===== src/rtl/core_fetch_stage_if.sv =====
// Instruction-cache request/response bus between the fetch stage (master) and the I-cache (slave).
interface core_fetch_stage_if;
    localparam int unsigned ADDR_W = 32;
    localparam int unsigned DATA_W = 32;

    logic              if_ic_req_out;
    logic [ADDR_W-1:0] if_ic_addr_out;
    logic              if_ic_ack_in;
    logic [DATA_W-1:0] if_ic_rdata_in;

    modport master (
        output if_ic_req_out,
        output if_ic_addr_out,
        input  if_ic_ack_in,
        input  if_ic_rdata_in
    );

    modport slave (
        input  if_ic_req_out,
        input  if_ic_addr_out,
        output if_ic_ack_in,
        output if_ic_rdata_in
    );
endinterface


===== src/rtl/core_fetch_stage.sv =====
// Instruction-fetch stage: PC, I-cache request FSM and IF/DEC pipeline register.
// Optional CORE_IF_PERF_CNT_EN adds saturating fetch and stall counters.
module core_fetch_stage #(
    parameter logic [31:0] RESET_PC  = 32'h0000_0000,
    parameter logic [31:0] NOP_INSTR = 32'h0000_0013
) (
    input  logic                   clk,
    input  logic                   rst,
    core_fetch_stage_if.master     ic,
    input  logic                   if_enb_in,
    input  logic                   if_kill_in,
    input  logic                   if_mux_trn_in,
    input  logic [31:0]            if_trgt_addr_in,
    output logic [31:0]            if_dec_instr_out,
    output logic [31:0]            if_dec_pc_out,
    output logic                   if_dec_vld_out,
    output logic                   if_stall_out
`ifdef CORE_IF_PERF_CNT_EN
    ,
    output logic [31:0]            if_fetch_cnt_out,
    output logic [31:0]            if_stall_cnt_out
`endif
);
    localparam int unsigned XLEN = 32;
    localparam logic [XLEN-1:0] PC_STEP = XLEN'(4);

    typedef enum logic [1:0] {
        S_FETCH = 2'd0,
        S_WAIT  = 2'd1,
        S_HOLD  = 2'd2,
        S_DROP  = 2'd3
    } state_t;

    state_t          state_q, state_d;
    logic [XLEN-1:0] pc_q, pc_d;
    logic [XLEN-1:0] drop_addr_q, drop_addr_d;
    logic [XLEN-1:0] hold_data_q, hold_data_d;
    logic [XLEN-1:0] dec_instr_q, dec_pc_q;
    logic            dec_vld_q;
    logic            load_c;
    logic [XLEN-1:0] load_data_c;
    logic            req_c;
    logic [XLEN-1:0] addr_c;
    logic            stall_c;

    // Next-state, PC update and IF/DEC load decision.
    always_comb begin
        state_d     = state_q;
        pc_d        = pc_q;
        drop_addr_d = drop_addr_q;
        hold_data_d = hold_data_q;
        load_c      = 1'b0;
        load_data_c = hold_data_q;
        req_c       = 1'b0;
        addr_c      = pc_q;
        stall_c     = 1'b0;

        case (state_q)
            S_FETCH, S_WAIT: begin
                req_c   = 1'b1;
                stall_c = (state_q == S_WAIT) || !ic.if_ic_ack_in;
                if (ic.if_ic_ack_in) begin
                    state_d = S_FETCH;
                    if (!if_mux_trn_in) begin
                        if (if_enb_in) begin
                            load_c      = 1'b1;
                            load_data_c = ic.if_ic_rdata_in;
                        end else begin
                            hold_data_d = ic.if_ic_rdata_in;
                            state_d     = S_HOLD;
                        end
                    end
                end else if (if_mux_trn_in) begin
                    // Outstanding request keeps its address; its data will be thrown away.
                    drop_addr_d = pc_q;
                    state_d     = S_DROP;
                end else begin
                    state_d = S_WAIT;
                end
            end
            S_HOLD: begin
                if (if_mux_trn_in) begin
                    state_d = S_FETCH;
                end else if (if_enb_in) begin
                    load_c  = 1'b1;
                    state_d = S_FETCH;
                end
            end
            S_DROP: begin
                req_c   = 1'b1;
                addr_c  = drop_addr_q;
                stall_c = 1'b1;
                if (ic.if_ic_ack_in) begin
                    state_d = S_FETCH;
                end
            end
            default: state_d = S_FETCH;
        endcase

        if (if_mux_trn_in) begin
            pc_d = if_trgt_addr_in & ~XLEN'(3);
        end else if (load_c) begin
            pc_d = pc_q + PC_STEP;
        end
    end

    // State, PC and IF/DEC register; kill overrides any load.
    always_ff @(posedge clk) begin
        if (rst) begin
            state_q     <= S_FETCH;
            pc_q        <= RESET_PC;
            drop_addr_q <= '0;
            hold_data_q <= '0;
            dec_instr_q <= NOP_INSTR;
            dec_pc_q    <= '0;
            dec_vld_q   <= 1'b0;
        end else begin
            state_q     <= state_d;
            pc_q        <= pc_d;
            drop_addr_q <= drop_addr_d;
            hold_data_q <= hold_data_d;
            if (if_kill_in) begin
                dec_instr_q <= NOP_INSTR;
                dec_vld_q   <= 1'b0;
            end else if (load_c) begin
                dec_instr_q <= load_data_c;
                dec_pc_q    <= pc_q;
                dec_vld_q   <= 1'b1;
            end
        end
    end

    assign ic.if_ic_req_out  = req_c & ~rst;
    assign ic.if_ic_addr_out = addr_c;
    assign if_dec_instr_out  = dec_instr_q;
    assign if_dec_pc_out     = dec_pc_q;
    assign if_dec_vld_out    = dec_vld_q;
    assign if_stall_out      = stall_c;

`ifdef CORE_IF_PERF_CNT_EN
    logic [XLEN-1:0] fetch_cnt_q, stall_cnt_q;

    // Saturating event counters.
    always_ff @(posedge clk) begin
        if (rst) begin
            fetch_cnt_q <= '0;
            stall_cnt_q <= '0;
        end else begin
            if (load_c && !if_kill_in && (fetch_cnt_q != '1)) begin
                fetch_cnt_q <= fetch_cnt_q + XLEN'(1);
            end
            if (stall_c && (stall_cnt_q != '1)) begin
                stall_cnt_q <= stall_cnt_q + XLEN'(1);
            end
        end
    end

    assign if_fetch_cnt_out = fetch_cnt_q;
    assign if_stall_cnt_out = stall_cnt_q;
`endif
endmodule


===== src/flat_wrapper.sv =====
// flat-port wrapper written by rule: the top's interface ports become plain ports
module core_fetch_stage_flat 
#(
    parameter logic [31:0] RESET_PC  = 32'h0000_0000,
    parameter logic [31:0] NOP_INSTR = 32'h0000_0013
)
  (clk, rst, if_enb_in, if_kill_in, if_mux_trn_in, if_trgt_addr_in, if_dec_instr_out, if_dec_pc_out, if_dec_vld_out, if_stall_out, ic_if_ic_req_out, ic_if_ic_addr_out, ic_if_ic_ack_in, ic_if_ic_rdata_in);
  core_fetch_stage_if ic_i ();
  input  logic clk;
  input  logic rst;
  input  logic if_enb_in;
  input  logic if_kill_in;
  input  logic if_mux_trn_in;
  input  logic [31:0] if_trgt_addr_in;
  output logic [31:0] if_dec_instr_out;
  output logic [31:0] if_dec_pc_out;
  output logic if_dec_vld_out;
  output logic if_stall_out;
  output wire logic [$bits(ic_i.if_ic_req_out)-1:0] ic_if_ic_req_out;
  output wire logic [$bits(ic_i.if_ic_addr_out)-1:0] ic_if_ic_addr_out;
  input wire logic [$bits(ic_i.if_ic_ack_in)-1:0] ic_if_ic_ack_in;
  input wire logic [$bits(ic_i.if_ic_rdata_in)-1:0] ic_if_ic_rdata_in;
  assign ic_if_ic_req_out = ic_i.if_ic_req_out;
  assign ic_if_ic_addr_out = ic_i.if_ic_addr_out;
  assign ic_i.if_ic_ack_in = ic_if_ic_ack_in;
  assign ic_i.if_ic_rdata_in = ic_if_ic_rdata_in;
  core_fetch_stage #(.RESET_PC(RESET_PC), .NOP_INSTR(NOP_INSTR)) u_core (.clk(clk), .rst(rst), .ic(ic_i), .if_enb_in(if_enb_in), .if_kill_in(if_kill_in), .if_mux_trn_in(if_mux_trn_in), .if_trgt_addr_in(if_trgt_addr_in), .if_dec_instr_out(if_dec_instr_out), .if_dec_pc_out(if_dec_pc_out), .if_dec_vld_out(if_dec_vld_out), .if_stall_out(if_stall_out));
endmodule

===== config.mk =====
export PLATFORM = sky130hd
export DESIGN_NAME = core_fetch_stage_flat
export DESIGN_NICKNAME = d
export VERILOG_FILES = /design/src/rtl/core_fetch_stage_if.sv /design/src/rtl/core_fetch_stage.sv /design/src/flat_wrapper.sv
export SDC_FILE = /design/constraint.sdc
export NUM_CORES = 1
export LEC_CHECK = 0
export CORE_MARGIN = 3
export CORE_UTILIZATION = 40
export CTS_CLUSTER_DIAMETER = 50
export DETAILED_ROUTE_END_ITERATION = 16
export PLACE_DENSITY = 0.69
export SYNTH_ARGS = -nofsm -noshare
export SYNTH_HDL_FRONTEND = slang
export SYNTH_SLANG_ARGS = --single-unit

===== constraint.sdc =====
create_clock -name clk -period 2.05 [get_ports clk]
set_input_delay 0.3075 -clock clk [delete_from_list [all_inputs] [get_ports clk]]
set_output_delay 0.3075 -clock clk [all_outputs]
set_load 0.02 [all_outputs]

==> impl_results.md <==
* DR pass1 iterations at 5
* Pin count of the biggest net entering global routing at 49
* Initial Util at 0.412
* Crit path max fanout at 12
* Net Switching at 1.94 mW
* Worst skew pair latency at 0.43 ns
* Inserted Diodes at 0
* Slew @ Worst Pin at 0.632 ns
* RSZ-0062 raised after global routing: false
* Clk pwr share at 0.420
* First-pass GRT wire length at 31400 um
* Ys flop type: dfxtp_1
* TritonCTS clock tree: built
* Number of global-route vias before repair at 6062
* Via count at 6573
* Max-cap violations at 0
* Sequential cell area at 3150 um2
* Total track usage at 0.212
* Switching Share at 0.269
* Sequential Power Share at 0.446
* Vias per cell at 5.21
* Worst Hold Class: in2reg
* Final worst path period share at 0.970
* Wirelength per Cell at between 15 and 20 um
* Mapped Avg Cell Area at 8.05 um2
* I/O Buffers at between 150 and 200
* Area of the multi-input gates at 3460 um2
* Placed Cells at 1228
* Final WL at a little over 20000 um
* Final min period at between 1.5 and 2 ns
* Status: completed
* Initial antenna violation count at 0
* Post-Synthesis Cells at 854
* Area contributors post-synth: dfxtp_1 (46%), nand2_1 (11%), a21oi_1 (9.0%)
* Asr flop ratio synth at 0
* Setup Buffers After CTS at 0
* Internal Power at 5.28 mW
* Max-slew violation count at 0
* Setup violations, final at 0
* Max Freq at 503 MHz
* Leak pwr at between 3 and 4 nW
* Synth area leader: dfxtp_1
* Combinational Power Share at 0.134
* Placed Area at 9070 um2
* Register bit total from synthesis at ~160
* Post-synth EDFFs at 0
* Most frequent cells after synthesis: nand2_1 (206), dfxtp_1 (157), a21oi_1 (123)
* DRT antenna net count at 0
* Top-Level Pins at ~170
* Post-synthesis sequential area ratio at 0.457
* Die area at 18800 um2
* # clock sinks at roughly 160
* Setup crit end kind: primary output
* Final Util at 0.577
* Layout cells sized above 1 at 0.159
* Num CTS Buffers at 17
* Kind of critical path: reg2out
* Maximum vdd drop at a little under 0.0006 V
* Worst setup SP type: flop
* YS warnings at 0
* Final cell count without fillers at approximately 1300
* Dpl ws at -0.302 ns
* Root Buffer: clkbuf_16
* Die height at approximately 140 um
* GPL Wtd Cong at 0.825
* CP arrival at around 1.7 ns
* Worst Path Required at approximately 1.7 ns
* Most common cell in the synthesized netlist: nand2_1
* Nets@finish at 1099
* PD cells at 749 nW/um2
* Total grt overflow at 0
* Max H-tree Level at 4
* Share of the synthesized area in the top cell type at 0.457
* Final hold violations at 0
* Drc violations at 0
* Filler cell count at about 1600
* Clock Tree Buf Depth at 2
* Num rows at 47
* Design area at 9640 um2
* Iter 0 DRT Violations at 544
* Clock transition at path regs at 0.07 ns
* Core Region at 16700 um2
* Hpwl dp at 13600 um
* Max_slew headroom at 0.579
* PnR worst setup slack at ~0.062 ns
* Die width at around 140 um
* Mapped cell area at 6870 um2
* Clk_skew at 0.00580 ns
* Cts-stage hold buffer count at 0
* Count of cell types in the netlist at 45
* Syn-to-layout area delta at 40.2%
-- flip-flops by register name, summed over array words and instances (netlist names) --
| signal | count |
|---|---|
| u_core.if_dec_vld_out | 1 |
| u_core.pc_q | 30 |
| u_core.state_q | 2 |
| u_core.hold_data_q | 32 |
| u_core.if_dec_pc_out | 30 |
| u_core.drop_addr_q | 30 |
| u_core.if_dec_instr_out | 32 |
-- cell type report --
cell class | instances | share of cell area
multi-input combinational | 614 | 0.359
clock buffer | 18 | 0.0445
sequential | 157 | 0.326
clock inverter | 14 | 0.0139
inverter | 8 | 0.00312
timing repair buffer | 230 | 0.225
tap | 220 | 0.0286
-- stage by stage --
step	total power [mW]	setup TNS (ns)	hold slack (ns)
after global routing	7.51	0	0.446
after CTS	7.26	0	0.434
final	7.22	0	0.446
after detailed placement	4.27	-3.44	0.444
after global placement	4.25	-1.80	0.439
after floorplan	3.78	0	0.387
-- layout by cell type (no fill, tap or decap), types with 5 or more instances in the layout --
| cell | count |
|---|---|
| a31oi_1 | 9 |
| inv_1 | 8 |
| a211oi_1 | 29 |
| a21oi_1 | 123 |
| clkdlybuf4s50_1 | 129 |
| o22ai_1 | 7 |
| o311ai_0 | 6 |
| xnor2_1 | 5 |
| nor3_1 | 8 |
| or3_1 | 6 |
| clkbuf_16 | 18 |
| o21ai_0 | 9 |
| nand2_1 | 205 |
| buf_4 | 61 |
| mux2i_1 | 32 |
| buf_12 | 7 |
| nand3_1 | 14 |
| o211ai_1 | 7 |
| mux2_2 | 32 |
| clkdlybuf4s15_1 | 16 |
| nand4_1 | 9 |
| and3_1 | 13 |
| nor2_1 | 50 |
| dfxtp_1 | 155 |
| clkbuf_2 | 14 |
| nor4_1 | 6 |
-- routing by layer --
| layer | up-vias | share of wire | global-route usage |
|---|---|---|---|
| met5 | - | 0 | 0 |
| met4 | 0 | 0.0085 | 0.0482 |
| met3 | 17 | 0.059 | 0.0551 |
| met2 | 170 | 0.49 | 0.350 |
| met1 | 3082 | 0.45 | 0.278 |
| li1 | 3304 | - | - |
-- cells by family (layout without fill, tap and decap cells) --
group                      Yosys count  count (layout)  synth area share
DFF                                157             157             0.457
AOI/OAI and AO/OA                  205             205             0.175
other                                1               4          0.000546
buffers and inverters               86             270            0.0510
muxes                               64              64            0.0990
and+or+nand+nor                    333             333             0.206
xor gates and xnor gates             7               7           0.00892
adders and majority gates            1               1           0.00182
-- power by group through the flow --
stage / sequential (mW) / clock, mW / combinational [mW]
2_1_floorplan: 3.30 / 0 / 0.477
3_3_place_gp: 3.28 / 0 / 0.973
3_5_place_dp: 3.28 / 0 / 0.983
4_1_cts: 3.22 / 3.08 / 0.960
5_1_grt: 3.23 / 3.23 / 1.05
6_report: 3.22 / 3.03 / 0.967
-- final timing paths --
check                           slack, ns                   start  depth (start not counted)                endpoint
worst min-delay path                 0.45     if_trgt_addr_in[16]                          3         u_core.pc_q[16]
worst min register to register       0.45  u_core.drop_addr_q[17]                          2  u_core.drop_addr_q[17]
worst max-delay path                 0.06       u_core.state_q[0]                          4   ic_if_ic_addr_out[27]
worst max register to register       0.13          u_core.pc_q[2]                          5         u_core.pc_q[17]
-- worst max-delay path, cell delays in order, from the launching register on --
cell and delay (ns):
dfxtp_1 0.33, nand2_4 0.13, buf_12 0.15, mux2_2 0.35, clkdlybuf4s15_1 0.29
-- timing repair --
action	4_1_cts	5_1_grt
resized for setup	35	53
pin swaps	0	1
gates cloned	0	1
endpoints found under the setup margin	38	41
Note: power is estimated with default switching activity, not from simulation.
